File: src/rtl/connect4_drop_ctrl_if.sv
`default_nettype none
// ============================================================================
// Module      : connect4_drop_ctrl_if
// Description : Button, column-counter and board-write signals of the
//               Connect-4 move controller.
// Revision    : 1.0 - initial release
// ============================================================================
interface connect4_drop_ctrl_if;
    logic [3:0]  column;
    logic        drop;
    logic [11:0] count;
    logic        add;
    logic        wr_en;
    logic [1:0]  wr_col;
    logic [2:0]  wr_row;
    logic        wr_player;
    logic        player;
    logic        busy;
    logic        reject;
    logic        board_full;

    modport master (
        output column, drop, count,
        input  add, wr_en, wr_col, wr_row, wr_player, player, busy, reject, board_full
    );

    modport slave (
        input  column, drop, count,
        output add, wr_en, wr_col, wr_row, wr_player, player, busy, reject, board_full
    );
endinterface
`default_nettype wire

File: src/rtl/connect4_drop_ctrl.sv
`default_nettype none
// ============================================================================
// Module      : connect4_drop_ctrl
// Description : Validates a drop request against the column heights, issues
//               the board write and the counter increment, tracks the turn.
// Revision    : 1.0 - initial release
// ============================================================================
module connect4_drop_ctrl #(
    parameter int ROWS = 6,
    parameter int COLS = 4
) (
    input  logic                  clk,
    input  logic                  reset,
    connect4_drop_ctrl_if.slave   bus
);

    typedef enum logic [2:0] {
        S_IDLE     = 3'd0,
        S_CHECK    = 3'd1,
        S_WRITE    = 3'd2,
        S_ADD      = 3'd3,
        S_REJ      = 3'd4,
        S_WAIT_REL = 3'd5
    } state_t;

    localparam logic [2:0] c_ROWS = 3'(ROWS);

    state_t      r_state;
    state_t      w_state_nxt;

    logic        r_drop_q;
    logic [3:0]  r_col_q;
    logic [11:0] r_cnt_q;
    logic        r_add;
    logic        r_wr_en;
    logic        r_reject;
    logic        r_busy;
    logic        r_board_full;
    logic [1:0]  r_wr_col;
    logic [2:0]  r_wr_row;
    logic        r_wr_player;
    logic        r_player;

    logic        w_req;
    logic        w_col_valid;
    logic [1:0]  w_col_idx;
    logic [2:0]  w_height;
    logic        w_all_full;

    assign w_req = bus.drop & ~r_drop_q;

    // Codes with zero or several low bits match no column and stay invalid.
    always_comb begin
        w_col_valid = 1'b0;
        w_col_idx   = '0;
        w_height    = '0;
        for (int i = 0; i < COLS; i++) begin
            if (r_col_q == ~(4'b0001 << i)) begin
                w_col_valid = 1'b1;
                w_col_idx   = 2'(i);
                w_height    = r_cnt_q[3*i +: 3];
            end
        end
    end

    always_comb begin
        w_all_full = 1'b1;
        for (int i = 0; i < COLS; i++) begin
            if (bus.count[3*i +: 3] != c_ROWS) begin
                w_all_full = 1'b0;
            end
        end
    end

    always_comb begin
        w_state_nxt = r_state;
        case (r_state)
            S_IDLE:     if (w_req) w_state_nxt = S_CHECK;
            S_CHECK:    w_state_nxt = (!w_col_valid || (w_height >= c_ROWS)) ? S_REJ : S_WRITE;
            S_WRITE:    w_state_nxt = S_ADD;
            S_ADD:      w_state_nxt = S_WAIT_REL;
            S_REJ:      w_state_nxt = S_WAIT_REL;
            S_WAIT_REL: if (!bus.drop) w_state_nxt = S_IDLE;
            default:    w_state_nxt = S_IDLE;
        endcase
    end

    // Strobes are decoded from the next state so they leave straight from flops.
    always_ff @(posedge clk) begin
        if (!reset) begin
            r_state      <= S_IDLE;
            r_drop_q     <= 1'b0;
            r_col_q      <= '0;
            r_cnt_q      <= '0;
            r_add        <= 1'b0;
            r_wr_en      <= 1'b0;
            r_reject     <= 1'b0;
            r_busy       <= 1'b0;
            r_board_full <= 1'b0;
            r_wr_col     <= '0;
            r_wr_row     <= '0;
            r_wr_player  <= 1'b0;
            r_player     <= 1'b0;
        end else begin
            r_state      <= w_state_nxt;
            r_drop_q     <= bus.drop;
            r_board_full <= w_all_full;
            r_add        <= (w_state_nxt == S_ADD);
            r_wr_en      <= (w_state_nxt == S_WRITE);
            r_reject     <= (w_state_nxt == S_REJ);
            r_busy       <= (w_state_nxt != S_IDLE);
            if (r_state == S_IDLE && w_req) begin
                r_col_q <= bus.column;
                r_cnt_q <= bus.count;
            end
            if (r_state == S_CHECK && w_state_nxt == S_WRITE) begin
                r_wr_col    <= w_col_idx;
                r_wr_row    <= w_height;
                r_wr_player <= r_player;
            end
            if (r_state == S_ADD) begin
                r_player <= ~r_player;
            end
        end
    end

    assign bus.add        = r_add;
    assign bus.wr_en      = r_wr_en;
    assign bus.wr_col     = r_wr_col;
    assign bus.wr_row     = r_wr_row;
    assign bus.wr_player  = r_wr_player;
    assign bus.player     = r_player;
    assign bus.busy       = r_busy;
    assign bus.reject     = r_reject;
    assign bus.board_full = r_board_full;

endmodule
`default_nettype wire

File: src/flat_wrapper.sv
// flat-port wrapper written by rule: the top's interface ports become plain ports
module connect4_drop_ctrl_flat 
#(
    parameter int ROWS = 6,
    parameter int COLS = 4
)
  (clk, reset, bus_column, bus_drop, bus_count, bus_add, bus_wr_en, bus_wr_col, bus_wr_row, bus_wr_player, bus_player, bus_busy, bus_reject, bus_board_full);
  connect4_drop_ctrl_if bus_i ();
  input  logic clk;
  input  logic reset;
  input wire logic [$bits(bus_i.column)-1:0] bus_column;
  input wire logic [$bits(bus_i.drop)-1:0] bus_drop;
  input wire logic [$bits(bus_i.count)-1:0] bus_count;
  output wire logic [$bits(bus_i.add)-1:0] bus_add;
  output wire logic [$bits(bus_i.wr_en)-1:0] bus_wr_en;
  output wire logic [$bits(bus_i.wr_col)-1:0] bus_wr_col;
  output wire logic [$bits(bus_i.wr_row)-1:0] bus_wr_row;
  output wire logic [$bits(bus_i.wr_player)-1:0] bus_wr_player;
  output wire logic [$bits(bus_i.player)-1:0] bus_player;
  output wire logic [$bits(bus_i.busy)-1:0] bus_busy;
  output wire logic [$bits(bus_i.reject)-1:0] bus_reject;
  output wire logic [$bits(bus_i.board_full)-1:0] bus_board_full;
  assign bus_i.column = bus_column;
  assign bus_i.drop = bus_drop;
  assign bus_i.count = bus_count;
  assign bus_add = bus_i.add;
  assign bus_wr_en = bus_i.wr_en;
  assign bus_wr_col = bus_i.wr_col;
  assign bus_wr_row = bus_i.wr_row;
  assign bus_wr_player = bus_i.wr_player;
  assign bus_player = bus_i.player;
  assign bus_busy = bus_i.busy;
  assign bus_reject = bus_i.reject;
  assign bus_board_full = bus_i.board_full;
  connect4_drop_ctrl #(.ROWS(ROWS), .COLS(COLS)) u_core (.clk(clk), .reset(reset), .bus(bus_i));
endmodule
File: config.mk
export PLATFORM = sky130hd
export DESIGN_NAME = connect4_drop_ctrl_flat
export DESIGN_NICKNAME = d
export VERILOG_FILES = /design/src/rtl/connect4_drop_ctrl_if.sv /design/src/rtl/connect4_drop_ctrl.sv /design/src/flat_wrapper.sv
export SDC_FILE = /design/constraint.sdc
export NUM_CORES = 1
export LEC_CHECK = 0
export BUFFER_PORTS_ARGS = -buffer_cell sky130_fd_sc_hd__buf_2
export CORE_MARGIN = 4
export CORE_UTILIZATION = 30
export CTS_CLUSTER_DIAMETER = 60
export CTS_CLUSTER_SIZE = 14
export DETAILED_ROUTE_END_ITERATION = 10
export HOLD_SLACK_MARGIN = 0.1
export PLACE_DENSITY = 0.51
export RECOVER_POWER = 100
export SKIP_LAST_GASP = 1
export SYNTH_ARGS = -nofsm -noshare
export SYNTH_HDL_FRONTEND = slang
export SYNTH_SLANG_ARGS = --single-unit
File: constraint.sdc
create_clock -name clk -period 3.1 [get_ports clk]
set_input_delay 0.775 -clock clk [delete_from_list [all_inputs] [get_ports clk]]
set_output_delay 0.775 -clock clk [all_outputs]
set_load 0.005 [all_outputs]
Word level (Yosys, flattened, before mapping):

Index checks and enable logic that the tools add are counted.

* eq/ne operators: 16
* multiplexer cells: 16
* bitwise operators: 4
* reductions and logical operators: 8
* order comparisons: 1

Operators by type and width (count)
* 3-bit two-way mux: 7
* 3-bit case mux with 5 select lines: 1
* 3-bit by 2-bit == test with 1-bit output, second input constant: 4
* 4-bit == test, second input constant: 3
* 3-bit inequality test, second input constant: 4
* 3-bit == test, second input constant: 3
* 1-bit two-way mux: 6
* 4-bit by 3-bit == test with 1-bit output, second input constant: 1
* 2-bit two-way mux: 2
* 4-bit OR reduction: 1
* 3-bit by 1-bit == test with 1-bit output, second input constant: 1
* 3-bit >= comparator, second input constant: 1
* 3-bit zero test: 1
* 1-bit NOT: 3
* 3-bit nonzero test: 1
* 1-bit logical AND: 2
* 2-bit OR reduction: 1
* 1-bit bitwise AND: 1
* 1-bit zero test: 1
* 1-bit logical OR: 1

* word-level logic and storage cells: 58
* input bits: 19
* bits in registers: 32

Depth between registers and ports, before layout:

* word-level depth: 11
* mapped depth: 7

Worst setup path after synthesis:

No wires, ideal clock.

* kind: input port to flip-flop
* start point: input port bus_drop
* end point: register u_core.r_cnt_q[1]
* arrival time: 1.690 ns
* slack: 1.337 ns
* setup time: 0.073 ns
* buffers on the path: 1
* required time: 3.027 ns
* cell stages on the path: 5
* cell sequence: nand2b_1 -> nor4_2 -> clkbuf_1 -> nand2_1 -> a21oi_1

* longest elaborated chain between the ends: 2

RTL lines
* start, declared: RTL line flat_wrapper.sv:12 `input wire logic [$bits(bus_i.drop)-1:0] bus_drop;`
* 1-bit bitwise AND: RTL line connect4_drop_ctrl.sv:50 `assign w_req = bus.drop & ~r_drop_q;`
* 1-bit logical AND: RTL line connect4_drop_ctrl.sv:112 `if (r_state == S_IDLE && w_req) begin`
* end signal, assigned: RTL line connect4_drop_ctrl.sv:114 `r_cnt_q <= bus.count;`
* end, declared: RTL line connect4_drop_ctrl.sv:33 `logic [11:0] r_cnt_q;`

Every way passes these cells.
A chain may end at the register's enable or synchronous reset.

Worst setup path in the final report:

* start point: register u_core.r_col_q[2]
* end point: register u_core.r_wr_col[0] (netlist: u_core.bus.wr_col[0])

* longest elaborated chain between the ends: 11

RTL lines
* start, declared: RTL line connect4_drop_ctrl.sv:32 `logic [3:0] r_col_q;`
* start signal, assigned: RTL line connect4_drop_ctrl.sv:113 `r_col_q <= bus.column;`
* 4-bit == test: RTL line connect4_drop_ctrl.sv:58 `if (r_col_q == ~(4'b0001 << i)) begin`
* 3-bit two-way mux or 1-bit two-way mux (tied branches) (4 in a row): RTL line connect4_drop_ctrl.sv:58
* 3-bit >= comparator or 1-bit zero test (tied branches): RTL line connect4_drop_ctrl.sv:79 `S_CHECK: w_state_nxt = (!w_col_valid || (w_height >= c_ROWS)) ? S_REJ : S_WRITE;`
* 1-bit logical OR: RTL line connect4_drop_ctrl.sv:79
* 3-bit two-way mux: RTL line connect4_drop_ctrl.sv:79
* 3-bit case mux with 5 select lines: RTL line connect4_drop_ctrl.sv:77 `case (r_state)`
* 3-bit by 2-bit == test with 1-bit output: RTL line connect4_drop_ctrl.sv:116 `if (r_state == S_CHECK && w_state_nxt == S_WRITE) begin`
* 1-bit logical AND: RTL line connect4_drop_ctrl.sv:116
* end signal, assigned: RTL line connect4_drop_ctrl.sv:117 `r_wr_col <= w_col_idx;`
* end, declared: RTL line connect4_drop_ctrl.sv:39 `logic [1:0] r_wr_col;`

Parallel ways exist; a longest one is shown, timed or not.

==> results.md <==
* Area grow syn2layout at 17.32%
* Die area at approximately 6100 sq um
* Slew Limit Fails at 0
* Design area at 1720 sq um
* Critical Path End Type: register
* P_leak at around 0.66 nW
* # diodes at 0
* Tcrit/Tclk final at a little under three quarters
* Peak VDD IR at between 0.0002 and 0.00025 V
* Register area at roughly 640 sq um
* Met1 GRT Util at 15.46%
* Synthesized Nets at about 190
* Final setup violation count at 0
* Slowest stage delay, CP at between 0.6 and 0.7 ns
* Final min period at between 2 and 2.5 ns
* Hold_buf cts at 0
* First-pass GRT wire length at about 5.5 mm
* Vias in the first global route at around 1200
* Die H at approximately 78 um
* Grt ovf at 0
* CTS tree: built
* DRC at 0
* Pin count of the biggest net entering global routing at 20
* Commonest non-fill, non-tap cell in the layout: nand2_1
* CTS HTree Levels at 2
* Multi-input gate area at 753.2 sq um
* Cell Area, Synth at about 1500 sq um
* Worst Setup Start Kind: register
* Final hold vios at 0
* Clock root buffer: clkbuf_8
* Cell count after synthesis at 173
* Clk sinks at 32
* Final nets at roughly 220
* CTS Buf Count at 5
* Worst EP arrival at between 2 and 2.5 ns
* Postcts setup bufs at 0
* Antenna violations before repair at 0
* Most used DFF post-synth: dfxtp_1
* WS Path Type: reg -> reg
* Initial core utilization at a little under a third
* Max-cap violation count at 0
* Post-synthesis sequential area ratio at 43.69%
* Die width at approximately 80 um
* Clock-pin slew on the worst setup and hold paths at 0.06 ns
* I/O Buffers at 30
* Number of synthesis warnings at 0
* Initial DRC Count at between 80 and 90
* DRT Pass-1 Iters at 4
* RSZ-0062 raised after global routing: no
* Worst-Margin Slew at roughly 0.65 ns
* Clock tree buffer depth at 2
* Gr usage total at between 10% and 20%
* Final wirelength at between 3 and 4 mm
* Post-synthesis sequential element count at 32
* Skew-Pair Late Insertion Delay at roughly 0.28 ns
* Placed cell areas at 1644 sq um
* # resized after CTS at 0
* Grt peak-use layer: met2
* Core outline area at around 4700 sq um
* Crit-path cells: and3b_1 > o311ai_0 > a221o_1 > and3_1 > mux2i_1
* Met3 Use GR at roughly 5.2%
* Wire length per cell at around 12 um
* Vias/cell at 4.577
* Crit-path max FO at 13
* Fillers at roughly 510
* Post-Syn Area per Cell at 8.476 sq um
* Crit-path slowest cell: dfxtp_1
* Commonest non-fill, non-tap cells in the layout: nand2_1 (43), dfxtp_1 (32), buf_2 (21), a21oi_1 (20), clkbuf_1 (9)
* Status: finished clean
* ANT nets after route at 0
* Number of synthesized flops with an enable pin at 0
* Sum Neg Setup Slack at 0 ns
* Core Rows at 25
* Hold Path Class: reg -> reg
* GRT met2 Usage at approximately 17%
* Clk_skew at 0.006293 ns
* P per Cell Area at 503.9 nW/um^2
* CP Data Required Time at 3.31 ns
* Num ports at 31
* Layout cell share with drive strength beyond 1 at between 10% and 20%
* Distinct cells, synth at 38
* DP Wirelength at approximately 2.5 mm
* Ys async rst share at 0%
* Slew HR at 56.45%
* Fmax at ~0.45 GHz
* Via count at between 1000 and 1500
* Gp weighted congestion at 0.7118
-- where the power goes --
| group | internal, W | leakage (nW) | switching, W |
|---|---|---|---|
| clock network | 0.000177 | 0.0510 | 0.000147 |
| logic | 0.0000383 | 0.346 | 0.0000479 |
| registers | 0.000431 | 0.261 | 0.0000255 |
| total | 0.000646 | 0.658 | 0.000221 |
-- synth_stat cells (all sizes together) (2+ instances only) --
master | instances | area, sq um
a211oi | 3 | 27.52
a21o | 2 | 15.01
a21oi | 20 | 100.1
a22o | 2 | 17.52
and2 | 4 | 25.02
and3 | 2 | 12.51
and3b | 2 | 17.52
and4b | 3 | 30.03
buf | 5 | 37.53
clkbuf | 7 | 26.28
dfxtp | 32 | 640.6
mux2i | 5 | 50.05
nand2 | 43 | 161.4
nand2b | 3 | 18.77
nand3 | 4 | 20.02
nand4 | 2 | 12.51
nand4b | 2 | 17.52
nor2 | 6 | 22.52
nor2b | 4 | 25.02
nor3b | 4 | 30.03
nor4 | 2 | 18.77
o21ai | 3 | 15.01
xor2 | 2 | 36.29
-- layer usage --
layer  up-vias  wire (um)
met3         7        186
met1       536       1678
met2        22       1382
li1        657          -
met5         -          0
met4         0         48
-- path summary, 6_finish.rpt --
check,from,end,slack [ns],cells after the start
setup / recovery,u_core.r_col_q[2],u_core.bus.wr_col[0],0.90,5
hold / removal,u_core.bus.wr_col[0],u_core.bus.wr_col[0],0.46,2
setup reg to reg,u_core.r_col_q[2],u_core.bus.wr_col[0],0.90,5
hold reg to reg,u_core.bus.wr_col[0],u_core.bus.wr_col[0],0.46,2
-- critical path: cells and delay by family (launching register included) --
family           cells  cell delay, ns
multiplexers         1            0.22
AND/OR/NAND/NOR      2            0.61
flip-flops           1            0.62
AO/OA/AOI/OAI        2            0.67
-- flip-flops by register name, summed over array words and instances (netlist names), 2 cells and up --
register	count
u_core.bus.wr_row	3
u_core.r_cnt_q	12
u_core.r_col_q	4
u_core.bus.wr_col	2
u_core.r_state	3
-- area by class of cell --
cell class | instances | share of cell area [%]
Sequential cell | 32 | 37.24
Timing Repair Buffer | 31 | 8.509
Clock buffer | 6 | 4.800
Multi-Input combinational cell | 128 | 43.78
Inverter | 1 | 0.2182
Tap cell | 67 | 4.873
Clock inverter | 2 | 0.5818
-- cells by family after synthesis --
kind of cell,Yosys count,synth area share [%]
DFF,32,43.69
muxes,5,3.413
buffers and inverters,13,4.607
and+or+nand+nor,84,29.95
xor gates and xnor gates,2,2.475
AOI/OAI and AO/OA,37,15.87
-- through the flow --
stage | instances | util [%] | setup slack, ns | power (W) | hold slack [ns]
5_1_grt | 267 | 36.42 | 0.7012 | 0.0009175 | 0.4767
4_1_cts | 267 | 36.77 | 0.9274 | 0.0008783 | 0.4582
6_report | 267 | 36.42 | 0.8985 | 0.0008670 | 0.4557
2_1_floorplan | 173 | - | 1.337 | 0.0005230 | 0.4319
3_5_place_dp | 259 | 34.81 | 0.9424 | 0.0005552 | 0.4499
3_3_place_gp | 259 | 34.81 | 0.9812 | 0.0005550 | 0.4428
Note: power is estimated with default switching activity, not from simulation.
